[src/rtl/cmp_pkg.sv]
// Shared comparator definitions: relation encoding and result decode.
package cmp_pkg;

    typedef enum logic [2:0] {
        CMP_EQ = 3'd0,
        CMP_NE = 3'd1,
        CMP_LT = 3'd2,
        CMP_LE = 3'd3,
        CMP_GT = 3'd4,
        CMP_GE = 3'd5
    } cmp_mode_t;

    // Encodings 6/7 are reserved and always decode to 0.
    function automatic logic cmp_decode(input logic [2:0] mode, input logic lt, input logic eq);
        logic res;
        res = 1'b0;
        case (mode)
            CMP_EQ:  res = eq;
            CMP_NE:  res = !eq;
            CMP_LT:  res = lt;
            CMP_LE:  res = lt | eq;
            CMP_GT:  res = !(lt | eq);
            CMP_GE:  res = !lt;
            default: res = 1'b0;
        endcase
        return res;
    endfunction

endpackage

[src/rtl/cmp_pipe_stage.sv]
// Purpose: generic valid/ready register slice carrying a W-bit payload.
// Latency: 1 cycle; full throughput.
// Backpressure: holds payload while out_rdy is low; in_rdy = !out_vld || out_rdy.
module cmp_pipe_stage #(
    parameter int W = 1
) (
    input  logic         clk,
    input  logic         reset,
    input  logic         in_vld,
    input  logic [W-1:0] in_dat,
    output logic         in_rdy,
    output logic         out_vld,
    output logic [W-1:0] out_dat,
    input  logic         out_rdy
);

    assign in_rdy = !out_vld || out_rdy;

    always_ff @(posedge clk) begin
        if (reset) begin
            out_vld <= 1'b0;
            out_dat <= '0;
        end else if (in_rdy) begin
            out_vld <= in_vld;
            if (in_vld) begin
                out_dat <= in_dat;
            end
        end
    end

endmodule

[src/rtl/cmp_pipe.sv]
// Purpose: pipelined EQ/NE/LT/LE/GT/GE comparator, signed or unsigned per transaction.
// Latency: 2 cycles input accept to O_VALID, 1 result/cycle; capacity 2 transactions.
// Backpressure: combinational ready chain, I_READY low only when both stages are full.
// Optional: CMP_PIPE_MATCH_CNT_EN adds CNT_CLR / MATCH_CNT (saturating count of true results).
module cmp_pipe
    import cmp_pkg::*;
#(
    parameter int N     = 8,
    parameter int CNT_W = 16
) (
    input  logic             CLK,
    input  logic             RESET,
`ifdef CMP_PIPE_MATCH_CNT_EN
    input  logic             CNT_CLR,
    output logic [CNT_W-1:0] MATCH_CNT,
`endif
    input  logic [N-1:0]     I0,
    input  logic [N-1:0]     I1,
    input  logic [2:0]       MODE,
    input  logic             SIGNED,
    input  logic             I_VALID,
    output logic             I_READY,
    output logic             O,
    output logic             O_VALID,
    input  logic             O_READY
);

    typedef struct packed {
        logic [N:0] d;      // I0 - I1 with carry-out in bit N
        logic       a_msb;
        logic       b_msb;
        logic [2:0] mode;
        logic       sgn;
    } s1_t;

    s1_t  s1_in;
    s1_t  s1_q;
    logic s1_vld;
    logic adv2;
    logic eq, lt, v, res;

    always_comb begin
        s1_in.d     = {1'b0, I0} + {1'b0, ~I1} + (N+1)'(1);
        s1_in.a_msb = I0[N-1];
        s1_in.b_msb = I1[N-1];
        s1_in.mode  = MODE;
        s1_in.sgn   = SIGNED;
    end

    cmp_pipe_stage #(.W($bits(s1_t))) u_s1 (
        .clk     (CLK),
        .reset   (RESET),
        .in_vld  (I_VALID),
        .in_dat  (s1_in),
        .in_rdy  (I_READY),
        .out_vld (s1_vld),
        .out_dat (s1_q),
        .out_rdy (adv2)
    );

    // Only the carry bit and the overflow term decide LT, so N-bit wrap of d is harmless.
    always_comb begin
        eq  = (s1_q.d[N-1:0] == '0);
        v   = (s1_q.a_msb != s1_q.b_msb) && (s1_q.d[N-1] != s1_q.a_msb);
        lt  = s1_q.sgn ? (s1_q.d[N-1] ^ v) : !s1_q.d[N];
        res = cmp_decode(s1_q.mode, lt, eq);
    end

    cmp_pipe_stage #(.W(1)) u_s2 (
        .clk     (CLK),
        .reset   (RESET),
        .in_vld  (s1_vld),
        .in_dat  (res),
        .in_rdy  (adv2),
        .out_vld (O_VALID),
        .out_dat (O),
        .out_rdy (O_READY)
    );

`ifdef CMP_PIPE_MATCH_CNT_EN
    always_ff @(posedge CLK) begin
        if (RESET || CNT_CLR) begin
            MATCH_CNT <= '0;
        end else if (O_VALID && O_READY && O && (MATCH_CNT != '1)) begin
            MATCH_CNT <= MATCH_CNT + CNT_W'(1);
        end
    end
`else
    // CNT_W only sizes the counter; keep it referenced so the parameter list is uniform.
    if (CNT_W < 1) begin : g_cnt_w_unused
    end
`endif

endmodule
[config.mk]
export PLATFORM = sky130hd
export DESIGN_NAME = cmp_pipe
export DESIGN_NICKNAME = d
export VERILOG_FILES = /design/src/rtl/cmp_pkg.sv /design/src/rtl/cmp_pipe_stage.sv /design/src/rtl/cmp_pipe.sv
export SDC_FILE = /design/constraint.sdc
export NUM_CORES = 1
export LEC_CHECK = 0
export ABC_AREA = 1
export BUFFER_PORTS_ARGS = -buffer_cell sky130_fd_sc_hd__clkbuf_2
export CORE_MARGIN = 3
export CORE_UTILIZATION = 56
export CTS_CLUSTER_SIZE = 20
export DETAILED_ROUTE_END_ITERATION = 10
export PLACE_DENSITY = 0.83
export SLEW_MARGIN = 20
export SYNTH_ARGS = -nofsm -noshare
export SYNTH_HDL_FRONTEND = slang
export SYNTH_SLANG_ARGS = --single-unit
[constraint.sdc]
create_clock -name CLK -period 3.2 [get_ports CLK]
set_clock_uncertainty 0.2 [all_clocks]
set_input_delay 0.32 -clock CLK [delete_from_list [all_inputs] [get_ports CLK]]
set_output_delay 0.32 -clock CLK [all_outputs]
set_load 0.03 [all_outputs]
==> flow_summary_export.csv, run 1 <==
group,metric,value,unit
run_status,status,"complete, no violations",
timing,slew_headroom,71.7,%
layout,final_cell_area,0.00131,mm²
synth,yosys_register_bits,18,
pwr,power.share.clock,27.0,%
timing,finalSetupViolCount,0,
clock_tree,clk_path_buf_depth,2,
layout,nNetsFinal,220,
timing,final.setup.tns,0,ns
synth,synthesis.area,0.00114,mm²
synth,syn_area_per_cell,7.12,µm²
timing,fmax,580,MHz
setup_path,path_class,"in -> reg",
clock_tree,insertion_delay,0.30,ns
pwr,p_sw,178,µW
worst_hold_path,hold_path.class,"in -> reg",
drt,dr.first_iter.drc_count,22,
synth,seq_area_frac_synth,31.6,%
drt,drt-pass1-iter-count,4,
place,place_hpwl,1.86,mm
global_routing,antenna_found_initial,0,
layout,diodes,0,
timing,rsz0062_at_grt,"no",
place,post_dp_cell_area,0.00127,mm²
place,placedCellCount,207,
global_routing,grt_usage,21.5,%
place,pre_cts_ws,1.16,ns
clock_tree,cts_made_buffers,3,
synth,ys_types,24,
timing,finalCritPeriodShare,53.9,%
die,initial_utilization,62.6,%
die,die_h,51.1,µm
timing,drv_slew,0,
setup_path,end_kind,"flop",
timing,fin_crit,1.72,ns
global_routing,grt_pass1_wl,4.31,mm
die,ioPinCount,27,
timing,tightest_slew,0.424,ns
timing,hold_violations,0,
drt,avgRoutedWirePerCell,11.6,µm
global_routing,grt_start_max_net_pins,19,
run,maxCapViolations,0,
clock_tree,hold_buffers,0,
pwr,combinationalPowerShare,26.9,%
die,core-area,0.00182,mm²
die,rows,15,
setup_path,cp-start-kind,"primary input",
global_routing,grt-ovfl-total,0,
timing,worst_slack,1.48,ns
drt,vias,1100,
pwr,seqPwrFrac,46.1,%
drt,vias_per_cell,5.21,
clock_tree,clock-root-buffer,"clkbuf_4",
place,io_buffers,26,
synth,syn-num-nets,193,
synth,ys_warn_count,0,
layout,fillers,176,
clock_tree,ctsResizeCount,0,
place,gp_routability_congestion,0.852,
layout,drive_above_1_share,24.2,%
setup_path,arrival,1.74,ns
pwr,p_int,371,µW
setup_path,cp.required,3.21,ns
clock_tree,cts_tree,"built",
pwr,p_sw_share,32.5,%
pwr,p_leak,0.000685,µW
clock_tree,cts.htree.levels,1,
drt,drt_wl_total,2.45,mm
layout,syn_to_final_growth,14.8,%
die,dieArea,0.00261,mm²
clock_tree,clock-sinks,18,
drt,ant_nets,0,
pwr,p_per_area,420,mW/mm²
global_routing,first_global_vias,1034,
synth,syn-instance-count,160,
clock_tree,clk_pin_slew,0.11,ns
setup_path,path_max_fanout,3,
pwr,ir_drop,0.375,mV
drt,drc,0,
die,die_x,51.1,µm
clock_tree,post-cts-setup-buffers,0,
pwr,power.total,549,µW
layout,finalNonFillerCells,211,
==> per-stage QoR <==
step / hold WS, ns / util (%)
6_report: 0.0655 / 71.9
4_1_cts: 0.0677 / 71.9
3_5_place_dp: 0.267 / 69.9
5_1_grt: 0.0887 / 71.9
2_1_floorplan: 0.247 / -
3_3_place_gp: 0.256 / 69.9
==> synthesized netlist by cell type (all sizes together) <==
library cell	instances	area, µm²
a211oi	9	82.6
a21oi	14	81.3
buf	3	25.0
clkbuf	1	3.75
clkinv	1	3.75
dfxtp	18	360
fa	1	20.0
ha	8	100
inv	29	109
nand2	26	105
nand3	9	50.1
nand4	2	12.5
nor2	25	93.8
nor3	2	10.0
o21ai	8	47.5
xor2	4	35.0
==> metal layers <==
metal,part of all wire (%),wire length (µm),global-route usage (%),vias to the layer above
met5,0,0,0,-
met4,2.1,51,6.73,0
met1,42,1020,24.9,492
met2,52,1260,39.7,30
met3,4.7,114,3.79,9
li1,-,-,-,569
==> power groups by stage <==
| stage | clock network [µW] | registers, µW | logic [µW] |
|---|---|---|---|
| 2_1_floorplan | 0 | 258 | 109 |
| 3_3_place_gp | 0 | 257 | 139 |
| 3_5_place_dp | 0 | 258 | 146 |
| 4_1_cts | 148 | 253 | 149 |
| 5_1_grt | 154 | 255 | 170 |
| 6_report | 148 | 253 | 148 |
==> cell usage in the layout (no fill, tap or decap), drive strengths merged <==
| cell | count |
|---|---|
| a211oi | 9 |
| nor2 | 25 |
| inv | 29 |
| fa | 1 |
| nand2 | 26 |
| clkinv | 1 |
| a21oi | 14 |
| xor2 | 4 |
| ha | 8 |
| nand4 | 2 |
| dfxtp | 18 |
| nor3 | 2 |
| clkbuf | 30 |
| o21ai | 8 |
| nand3 | 9 |
==> flip-flops by register name, indices dropped and copies added, names as in the netlist <==
signal and flops:
u_s2.out_dat 1, u_s2.out_vld 1, u_s1.out_dat 15, u_s1.out_vld 1
==> critical path, stage by stage <==
cell and delay (ns):
clkbuf_2 0.07, inv_1 0.03, ha_1 0.23, fa_1 0.43, o21ai_2 0.25, a21oi_2 0.10
xor2_1 0.14, nand2_1 0.07, nand2_1 0.06, inv_1 0.04
==> kinds of logic (layout without fill, tap and decap cells) <==
logic type	count (synthesis)	count (layout)	synth area share [%]
xor gates and xnor gates	4	4	3.07
adders and majority gates	9	9	10.5
DFF	18	18	31.6
buffers and inverters	34	60	12.4
AOI/OAI and AO/OA	31	31	18.6
and+or+nand+nor	64	64	23.8
==> layout make-up <==
| class | instances | area, µm² | area share (%) |
|---|---|---|---|
| inverters | 30 | 113 | 8.60 |
| clock buffers | 4 | 36.3 | 2.77 |
| multi-input cells | 108 | 638 | 48.8 |
| repair buffers | 26 | 130 | 9.94 |
| flip-flops and latches | 18 | 360 | 27.5 |
| well taps | 25 | 31.3 | 2.39 |
==> path summary, 6_finish.rpt <==
check	start	to	slack, ns	depth (start not counted)
setup / recovery	I0[0]	u_s1.out_dat[12]	1.48	10
hold / removal	MODE[1]	u_s1.out_dat[2]	0.07	3
setup reg to reg	u_s2.out_vld	u_s1.out_dat[9]	1.70	7
hold reg to reg	u_s1.out_dat[0]	u_s1.out_dat[0]	0.28	2
No activity file was read; power rests on OpenSTA's default activity.
==> inputs of run 2 (changes only) <==
--- a/config.mk
+++ b/config.mk
@@ -5,13 +5,13 @@
 export SDC_FILE = /design/constraint.sdc
 export NUM_CORES = 1
 export LEC_CHECK = 0
-export ABC_AREA = 1
+export ABC_AREA = 0
 export BUFFER_PORTS_ARGS = -buffer_cell sky130_fd_sc_hd__clkbuf_2
 export CORE_MARGIN = 3
-export CORE_UTILIZATION = 56
+export CORE_UTILIZATION = 52
 export CTS_CLUSTER_SIZE = 20
 export DETAILED_ROUTE_END_ITERATION = 10
-export PLACE_DENSITY = 0.83
+export PLACE_DENSITY = 0.78
 export SLEW_MARGIN = 20
 export SYNTH_ARGS = -nofsm -noshare
 export SYNTH_HDL_FRONTEND = slang
==> constraint.sdc (replaced) <==
create_clock -name CLK -period 1.8 [get_ports CLK]
set_clock_uncertainty 0.2 [all_clocks]
set_input_delay 0.18 -clock CLK [delete_from_list [all_inputs] [get_ports CLK]]
set_output_delay 0.18 -clock CLK [all_outputs]
set_load 0.03 [all_outputs]
==> flow_summary_export.csv, run 2 <==
group,metric,value,unit
drt,drc,0,
layout,final_common_cell,"clkbuf_2",
worst_hold_path,hold_path.class,"in -> reg",
setup_path,cp_cell_sequence,"dlygate4sd3_1 -> clkbuf_2 -> inv_1 -> ha_1 -> or4_1 -> nand3_1",
clock_tree,clk_path_buf_depth,2,
clock_tree,cts_tree,"built",
global_routing,antenna_found_initial,0,
timing,rsz0062_at_grt,"no",
timing,slew_headroom,70.3,%
pwr,p_per_area,689,mW/mm²
die,die_x,52.0,µm
synth,syn-instance-count,138,
drt,avgRoutedWirePerCell,13.1,µm
layout,top_register,"u_s1.out_dat",
pwr,power.total,984,µW
layout,fillers,163,
die,rows,16,
die,initial_utilization,55.4,%
global_routing,grt-ovfl-total,0,
global_routing,grt_usage,22.0,%
timing,finalCritPeriodShare,95.8,%
clock_tree,hold_buffers,9,
drt,drt_wl_total,2.70,mm
setup_path,r2r-end,"u_s2.out_dat",
timing,finalSetupViolCount,0,
drt,vias_per_cell,5.55,
layout,largest_register_ffs,15,
clock_tree,clock-sinks,18,
timing,fmax,580,MHz
setup_path,path_class,"in -> reg",
layout,nNetsFinal,213,
place,place_hpwl,2.06,mm
pwr,ir_drop,0.474,mV
synth,syn-num-nets,171,
clock_tree,clk_pin_slew,0.11,ns
place,io_buffers,26,
setup_path,cp_slowest_stage_delay,0.53,ns
timing,fin_crit,1.72,ns
synth,synth_top_area_share,32.8,%
layout,syn_to_final_growth,30.0,%
run_status,status,"complete, no violations",
layout,drive_above_1_share,25.1,%
worst_hold_path,holdPathStages,2,
pwr,p_leak,0.000648,µW
synth,synthesis.area,0.00110,mm²
synth,seq_area_frac_synth,32.8,%
setup_path,cp-start-kind,"primary input",
die,dieArea,0.00270,mm²
synth,yosys-top-cells-count,"dfxtp_1 (18), inv_1 (15), nand2_1 (15), a21oi_1 (11), nor2_1 (10)",
setup_path,cp.required,1.84,ns
clock_tree,cts_made_buffers,3,
synth,syn_area_per_cell,7.96,µm²
synth,synth_edf_count,0,
setup_path,r2r_start,"u_s1.out_dat[6]",
die,die_h,52.0,µm
place,placedCellCount,193,
layout,finalNonFillerCells,206,
die,ioPinCount,27,
synth,yosys_register_bits,18,
setup_path,path_max_fanout,3,
timing,hold_violations,0,
worst_hold_path,hp-start,"RESET",
synth,synth_top_flop_cell,"dfxtp_1",
global_routing,grt_pass1_wl,4.53,mm
synth,yosys-top-cells-area,"dfxtp_1 (33%), ha_1 (9.1%), inv_1 (5.1%)",
timing,drv_slew,0,
drt,drt-pass1-iter-count,4,
die,core-area,0.00198,mm²
drt,dr.first_iter.drc_count,16,
run,maxCapViolations,0,
clock_tree,cts.htree.levels,1,
drt,ant_nets,0,
setup_path,end_kind,"flop",
clock_tree,post-cts-setup-buffers,0,
place,gp_routability_congestion,0.801,
synth,ys_warn_count,0,
clock_tree,ctsResizeCount,0,
synth,ys_types,34,
drt,vias,1143,
timing,tightest_slew,0.445,ns
layout,diodes,0,
clock_tree,clock-root-buffer,"clkbuf_4",
clock_tree,insertion_delay,0.29,ns
global_routing,grt_start_max_net_pins,15,
layout,final_cell_mix,"clkbuf_2 (26), dfxtp_1 (17), inv_1 (15), nand2_1 (15), a21oi_1 (11)",
worst_hold_path,min_to,"u_s1.out_dat[5]",
setup_path,crit_path_top_delay_cell,"dlygate4sd3_1",
setup_path,reg2reg_depth,5,
setup_path,arrival,1.76,ns
global_routing,first_global_vias,1076,
synth,synthArstFlopShare,0,%
place,post_dp_cell_area,0.00130,mm²
synth,synth.most_common_cell,"dfxtp_1",
synth,yosysTopAreaCell,"dfxtp_1",
layout,final_cell_area,0.00143,mm²
setup_path,r2r_setup_slack,0.08,ns
## run 2: cell count changes after synthesis, sizes merged, moves of 4 or more
cell	delta
a211oi	-4
inv	-14
nand2	-11
nor2	-14
or4	+5
xor2	-4
## run 2: how the worst max path moves through the flow
stage,to,from,slack [ns]
floorplan,u_s1.out_dat[14],I0[0],0.03
global route,u_s2.out_dat,u_s1.out_dat[6],0.02
finish,u_s1.out_dat[13],I1[7],0.08
detailed placement,u_s1.out_dat[14],I0[0],-0.22
CTS,u_s2.out_dat,u_s1.out_dat[6],0.08
global placement,u_s1.out_dat[14],I0[0],-0.11
## run 2: metal layers
layer | up-vias | GRT usage [%] | wire length, µm
met2 | 36 | 40.2 | 1430
li1 | 572 | - | -
met1 | 529 | 26.5 | 1140
met5 | - | 0 | 0
met4 | 0 | 7.86 | 25
met3 | 6 | 2.01 | 101
## run 2: critical path: cells and delay by family
kind	cells	cell delay (ns)
fa+ha+maj	1	0.30
buf+inv	3	0.69
simple gates	2	0.60
## run 2: area by class of cell
class / count / area [µm²] / share of cell area [%]
clock buffer: 4 / 36.3 / 2.54
tap: 27 / 33.8 / 2.37
multi-input combinational: 100 / 667 / 46.7
timing repair buffer: 42 / 273 / 19.1
sequential: 18 / 362 / 25.3
inverter: 15 / 56.3 / 3.94
## run 2: logic make-up (layout without fill, tap and decap cells)
| group | after synthesis | in the layout | synth area share [%] |
|---|---|---|---|
| buffers and inverters | 20 | 61 | 6.95 |
| and+or+nand+nor | 50 | 50 | 23.8 |
| AOI/OAI and AO/OA | 39 | 39 | 23.2 |
| DFF | 18 | 18 | 32.8 |
| adders and majority gates | 9 | 9 | 10.9 |
| muxes | 2 | 2 | 2.28 |
## run 2: power by group
group / internal (µW) / leakage [µW] / switching (µW)
registers: 430 / 0.000149 / 21.6
clock network: 123 / 0.0000210 / 130
logic: 140 / 0.000478 / 140
total: 693 / 0.000648 / 291
## run 2: stage by stage
stage | setup WS, ns | util (%) | hold WS (ns) | TNS, ns
after floorplan | 0.0285 | - | 0.109 | 0
after global placement | -0.113 | 65.7 | 0.204 | -0.142
after detailed placement | -0.215 | 65.7 | 0.213 | -0.388
after CTS | 0.0755 | 72.0 | 0.0271 | 0
after global routing | 0.0183 | 72.0 | 0.0511 | 0
final | 0.0756 | 72.0 | 0.0293 | 0
